### src/rtl/pio_sda_in_9557_if.sv
// rtl/pio_sda_in_9557_if.sv - Avalon-MM register bus bundle for the SDA read-back PIO
interface pio_sda_in_9557_if #(
  parameter int WIDTH = 1
);
  logic [1:0]       address;
  logic             chipselect;
  logic             write_n;
  logic [WIDTH-1:0] writedata;
  logic [WIDTH-1:0] readdata;

  modport master (
    output address, chipselect, write_n, writedata,
    input  readdata
  );

  modport slave (
    input  address, chipselect, write_n, writedata,
    output readdata
  );
endinterface

### src/rtl/pio_sda_in_9557.sv
// rtl/pio_sda_in_9557.sv - SDA input PIO with sync, edge capture, irq; optional filter via PIO_SDA_IN_GLITCH_FILTER_EN
module pio_sda_in_9557 #(
  parameter int       WIDTH         = 1,
  parameter int       EDGE_TYPE     = 1,
  parameter logic     RESET_LEVEL   = 1'b1,
  parameter int       FILTER_CYCLES = 4
) (
  input  logic                clk,
  input  logic                reset_n,
  pio_sda_in_9557_if.slave    bus,
  input  logic [WIDTH-1:0]    in_port,
  output logic                irq
);

  localparam logic [WIDTH-1:0] RESET_VEC = {WIDTH{RESET_LEVEL}};

  // Reject configurations the counters and register map cannot represent.
  if (WIDTH < 1 || WIDTH > 32 || FILTER_CYCLES < 1 || FILTER_CYCLES > 255) begin : g_param_check
    $error("pio_sda_in_9557: WIDTH or FILTER_CYCLES out of range");
  end

  logic [WIDTH-1:0] sync1;
  logic [WIDTH-1:0] sync2;
  logic [WIDTH-1:0] data_in;
  logic [WIDTH-1:0] prev;
  logic [WIDTH-1:0] edge_hit;
  logic [WIDTH-1:0] edge_capture;
  logic [WIDTH-1:0] irq_mask;
  logic [WIDTH-1:0] capture_clear;
  logic             wr_en;

  // Two-flop synchroniser; resets to the idle line level so release is edge-free.
  always_ff @(posedge clk or negedge reset_n) begin
    if (!reset_n) begin
      sync1 <= RESET_VEC;
      sync2 <= RESET_VEC;
    end else begin
      sync1 <= in_port;
      sync2 <= sync1;
    end
  end

`ifdef PIO_SDA_IN_GLITCH_FILTER_EN
  localparam logic [7:0] FILTER_LAST = 8'(FILTER_CYCLES - 1);

  logic [WIDTH-1:0][7:0] filt_cnt;
  logic [WIDTH-1:0]      filtered;

  // Per-bit stability counter: a new level is accepted only after it persists FILTER_CYCLES clocks.
  always_ff @(posedge clk or negedge reset_n) begin
    if (!reset_n) begin
      filt_cnt <= '0;
      filtered <= RESET_VEC;
    end else begin
      for (int i = 0; i < WIDTH; i++) begin
        if (sync2[i] != filtered[i]) begin
          if (filt_cnt[i] == FILTER_LAST) begin
            filtered[i] <= sync2[i];
            filt_cnt[i] <= 8'd0;
          end else begin
            filt_cnt[i] <= filt_cnt[i] + 8'd1;
          end
        end else begin
          filt_cnt[i] <= 8'd0;
        end
      end
    end
  end

  assign data_in = filtered;
`else
  assign data_in = sync2;
`endif

  // Edge qualification against the previous data_in sample.
  always_comb begin
    edge_hit = '0;
    case (EDGE_TYPE)
      0:       edge_hit = data_in & ~prev;
      1:       edge_hit = ~data_in & prev;
      default: edge_hit = data_in ^ prev;
    endcase
  end

  assign wr_en         = bus.chipselect & ~bus.write_n;
  assign capture_clear = (wr_en && bus.address == 2'd3) ? bus.writedata : '0;

  // Edge history, sticky capture (a new edge beats a same-cycle clear) and mask register.
  always_ff @(posedge clk or negedge reset_n) begin
    if (!reset_n) begin
      prev         <= RESET_VEC;
      edge_capture <= '0;
      irq_mask     <= '0;
    end else begin
      prev         <= data_in;
      edge_capture <= (edge_capture & ~capture_clear) | edge_hit;
      if (wr_en && bus.address == 2'd2) begin
        irq_mask <= bus.writedata;
      end
    end
  end

  // Zero-wait-state read mux; bus is driven to zero whenever the slave is not selected.
  always_comb begin
    bus.readdata = '0;
    if (bus.chipselect) begin
      case (bus.address)
        2'd0:    bus.readdata = data_in;
        2'd1:    bus.readdata = '0;
        2'd2:    bus.readdata = irq_mask;
        default: bus.readdata = edge_capture;
      endcase
    end
  end

  assign irq = |(edge_capture & irq_mask);

endmodule

### src/flat_wrapper.sv
// flat-port wrapper written by rule: the top's interface ports become plain ports
module pio_sda_in_9557_flat 
#(
  parameter int       WIDTH         = 1,
  parameter int       EDGE_TYPE     = 1,
  parameter logic     RESET_LEVEL   = 1'b1,
  parameter int       FILTER_CYCLES = 4
)
  (clk, reset_n, in_port, irq, bus_address, bus_chipselect, bus_write_n, bus_writedata, bus_readdata);
  pio_sda_in_9557_if #(.WIDTH(WIDTH)) bus_i ();
  input  logic clk;
  input  logic reset_n;
  input  logic [WIDTH-1:0] in_port;
  output logic irq;
  input wire logic [$bits(bus_i.address)-1:0] bus_address;
  input wire logic [$bits(bus_i.chipselect)-1:0] bus_chipselect;
  input wire logic [$bits(bus_i.write_n)-1:0] bus_write_n;
  input wire logic [$bits(bus_i.writedata)-1:0] bus_writedata;
  output wire logic [$bits(bus_i.readdata)-1:0] bus_readdata;
  assign bus_i.address = bus_address;
  assign bus_i.chipselect = bus_chipselect;
  assign bus_i.write_n = bus_write_n;
  assign bus_i.writedata = bus_writedata;
  assign bus_readdata = bus_i.readdata;
  pio_sda_in_9557 #(.WIDTH(WIDTH), .EDGE_TYPE(EDGE_TYPE), .RESET_LEVEL(RESET_LEVEL), .FILTER_CYCLES(FILTER_CYCLES)) u_core (.clk(clk), .reset_n(reset_n), .bus(bus_i), .in_port(in_port), .irq(irq));
endmodule
### config.mk
export PLATFORM = sky130hd
export DESIGN_NAME = pio_sda_in_9557_flat
export DESIGN_NICKNAME = d
export VERILOG_FILES = /design/src/rtl/pio_sda_in_9557_if.sv /design/src/rtl/pio_sda_in_9557.sv /design/src/flat_wrapper.sv
export SDC_FILE = /design/constraint.sdc
export NUM_CORES = 1
export LEC_CHECK = 0
export CAP_MARGIN = 40
export CORE_AREA = 2 2 39 41
export DETAILED_ROUTE_END_ITERATION = 16
export DIE_AREA = 0 0 41 43
export HOLD_SLACK_MARGIN = 0.02
export MAX_ROUTING_LAYER = met4
export PLACE_DENSITY_LB_ADDON = 0.25
export SYNTH_ARGS = -nofsm -noshare
export SYNTH_HDL_FRONTEND = slang
export SYNTH_SLANG_ARGS = --single-unit
### constraint.sdc
create_clock -name clk -period 1.12 [get_ports clk]
set_input_delay 0.28 -clock clk [delete_from_list [all_inputs] [get_ports clk]]
set_output_delay 0.28 -clock clk [all_outputs]
set_load 0.01 [all_outputs]
==> flow_summary.json <==
{
  "outcome": "finished with violations",
  "violations": "negative setup slack",
  "cts.sinks": 5,
  "reg2reg_depth": 2,
  "multiInputGateArea_um2": 87.6,
  "reg2reg_from": "u_core.irq_mask",
  "powerDensity_nw_per_um2": 1450,
  "grt_pass1_vias": 209,
  "dr.pass1.iters": 1,
  "layout-drive-gt1-share_pct": 40.6,
  "die-area_um2": 1760,
  "syn-cell-area_um2": 218,
  "grt_max_degree": 6,
  "placementRows": 14,
  "min_path_type": "input port to asynchronous set/reset pin",
  "ys_seq_elements": 5,
  "worstSkewPairLatency_ns": 0.24,
  "cts_buffers": 3,
  "end_kind": "output port",
  "fin_skew_ns": 0.00382,
  "clkPwrFrac_pct": 39.2,
  "clock.fmax_mhz": 688,
  "totalPowerFinal_w": 0.000533,
  "vias": 189,
  "finish.utilization_pct": 26.5,
  "htreeDepth": 1,
  "path_max_fanout": 2,
  "timing.slew.headroom_pct": 85.8,
  "crit_path_max_incr_delay_ns": 0.52,
  "antenna_found_initial": 0,
  "final_hold_viol_count": 0,
  "tightest_slew_ns": 0.212,
  "ff2ff_setup_slack_ns": 0.22,
  "setup_slack_ns": -0.333,
  "rsz0062_at_grt": "true",
  "final-seq-area_um2": 129,
  "grt_pass1_wl_um": 814,
  "timing.rr.end": "u_core.irq_mask",
  "setup_viol": 2,
  "grt_use_met2_pct": 9.38,
  "dp_cells": 44,
  "crit_slowest_cell": "dfstp_2",
  "drc": 0,
  "n_antenna_cell": 0,
  "comb_power_share_pct": 21.4,
  "path_class": "register to output port",
  "required_ns": 0.84,
  "seq_power_share_pct": 39.4,
  "track_usage_pct": 7.67,
  "cts_tree": "built",
  "cp_top_family": "flip-flops",
  "antenna_left": 0,
  "ys_types": 10,
  "fin_crit_sh_pct": 130,
  "initial_core_util_pct": 15.7,
  "die_h_um": 43,
  "final_cell_mix": "4 x dlygate4sd2_1, 3 x o21ai_1, 3 x clkbuf_4, 3 x clkdlybuf4s50_1, 3 x dfstp_2",
  "layout_commonest_cell": "dlygate4sd2_1",
  "p_leak_nw": 0.162,
  "p_sw_share_pct": 22.8,
  "met3_usage_pct": 6.28,
  "setup_tns_ns": -0.475,
  "yosysWarnings": 0,
  "portBuffers": 9,
  "num-fill-cells": 144,
  "synth_cells": 17,
  "power.switching_w": 0.000122,
  "drv_slew": 0,
  "core_um2": 1380,
  "fin_cells": 48,
  "place_worst_setup_slack_ns": -0.871,
  "die_w_um": 41,
  "routed_wl_um": 429,
  "maxCapViolations": 0,
  "synth-seq-area-share_pct": 59.2,
  "critical_path.startpoint_type": "register",
  "busiest_layer": "met2",
  "drtIter0Drc": 0,
  "nets": 41,
  "gr-usage-met1_pct": 7.57,
  "cts_root_buf": "clkbuf_4",
  "syn_area_per_cell_um2": 12.8,
  "synth_nets": 25,
  "crit_arrival_ns": 1.17,
  "grt-ovfl-total": 0,
  "clk_pin_slew_ns": 0.04,
  "peakVddDrop_v": 0.000726,
  "period_needed_ns": 1.45,
  "syn_to_final_growth_pct": 68.4,
  "post_drt_wl_per_cell_um": 8.94,
  "internal-power_w": 0.000412,
  "clk_path_buf_depth": 2,
  "ios": 10,
  "cp_cell_sequence": "mux2i_1 -> o21ai_1 -> and2_1 -> buf_2",
  "post-dp-hpwl_um": 331,
  "crit_buf_inv": 1,
  "drt-vias-per-instance": 3.94,
  "place.gp.congestion": 0.577
}
[registers in the layout (all words and copies together), names as in the netlist]
| signal | flops |
|---|---|
| u_core.data_in | 1 |
| u_core.irq_mask | 1 |
| u_core.edge_capture | 1 |
| u_core.sync1 | 1 |
| u_core.prev | 1 |
[per-stage QoR]
| stage | hold slack [ns] | area, um2 |
|---|---|---|
| after global routing | 0.255 | 367 |
| after detailed placement | 0.349 | 343 |
| final | 0.250 | 367 |
| after global placement | 0.347 | 343 |
| after floorplan | -0.0156 | 218 |
| after CTS | 0.251 | 367 |
[worst max path at each step]
stage | start | to | slack, ns | depth (start not counted)
after floorplan | u_core.data_in | bus_readdata | 0.004 | 3
after global placement | bus_address[1] | bus_readdata | -0.87 | 5
after detailed placement | bus_address[1] | bus_readdata | -0.87 | 5
after CTS | u_core.data_in | bus_readdata | -0.35 | 4
after global routing | u_core.data_in | bus_readdata | -0.42 | 4
final | u_core.data_in | bus_readdata | -0.33 | 4
[final cells by class]
class	instances	area share (%)
multi-input combinational	11	23.9
tap	16	5.46
timing repair buffer	11	27.3
sequential	5	35.2
inverter	1	1.02
clock buffer	4	7.17
[kinds of logic after synthesis]
group           count (synthesis)  synth area share (%)
buf+inv                         1                  1.72
flops                           5                  59.2
compound gates                  3                  6.89
mux                             2                  9.77
simple gates                    6                  22.4
[power by group through the flow]
| stage | Combinational (W) | Sequential [W] | Clock, W |
|---|---|---|---|
| floorplan | 0.0000355 | 0.000210 | 0 |
| global placement | 0.000107 | 0.000210 | 0 |
| detailed placement | 0.000109 | 0.000210 | 0 |
| CTS | 0.000115 | 0.000210 | 0.000218 |
| global route | 0.000127 | 0.000212 | 0.000235 |
| finish | 0.000114 | 0.000210 | 0.000209 |
[metal layers]
| layer | vias up | share of wire [%] |
|---|---|---|
| li1 | 87 | - |
| met2 | 12 | 44 |
| met5 | - | 0 |
| met3 | 2 | 18 |
| met1 | 88 | 36 |
| met4 | 0 | 1.9 |
[synthesized netlist by cell type, drive strengths merged]
cell type  number  area (um2)
dfstp           3        78.8
dfrtp           2        50.1
o21ai           3        15.0
nor3b           1        12.5
mux2            1        11.3
and2            2        12.5
inv             1        3.75
mux2i           1        10.0
nand2b          1        13.8
nand3           2        10.0
[repair_timing]
item | CTS | global route
endpoints found under the setup margin | 3 | 2
pin swaps | 1 | 0
hold endpoints to repair | 0 | 0
gates resized for setup | 15 | 1
buffers inserted | 0 | 1
hold buffers | 0 | 0
Power figures use the tool's default switching activity.
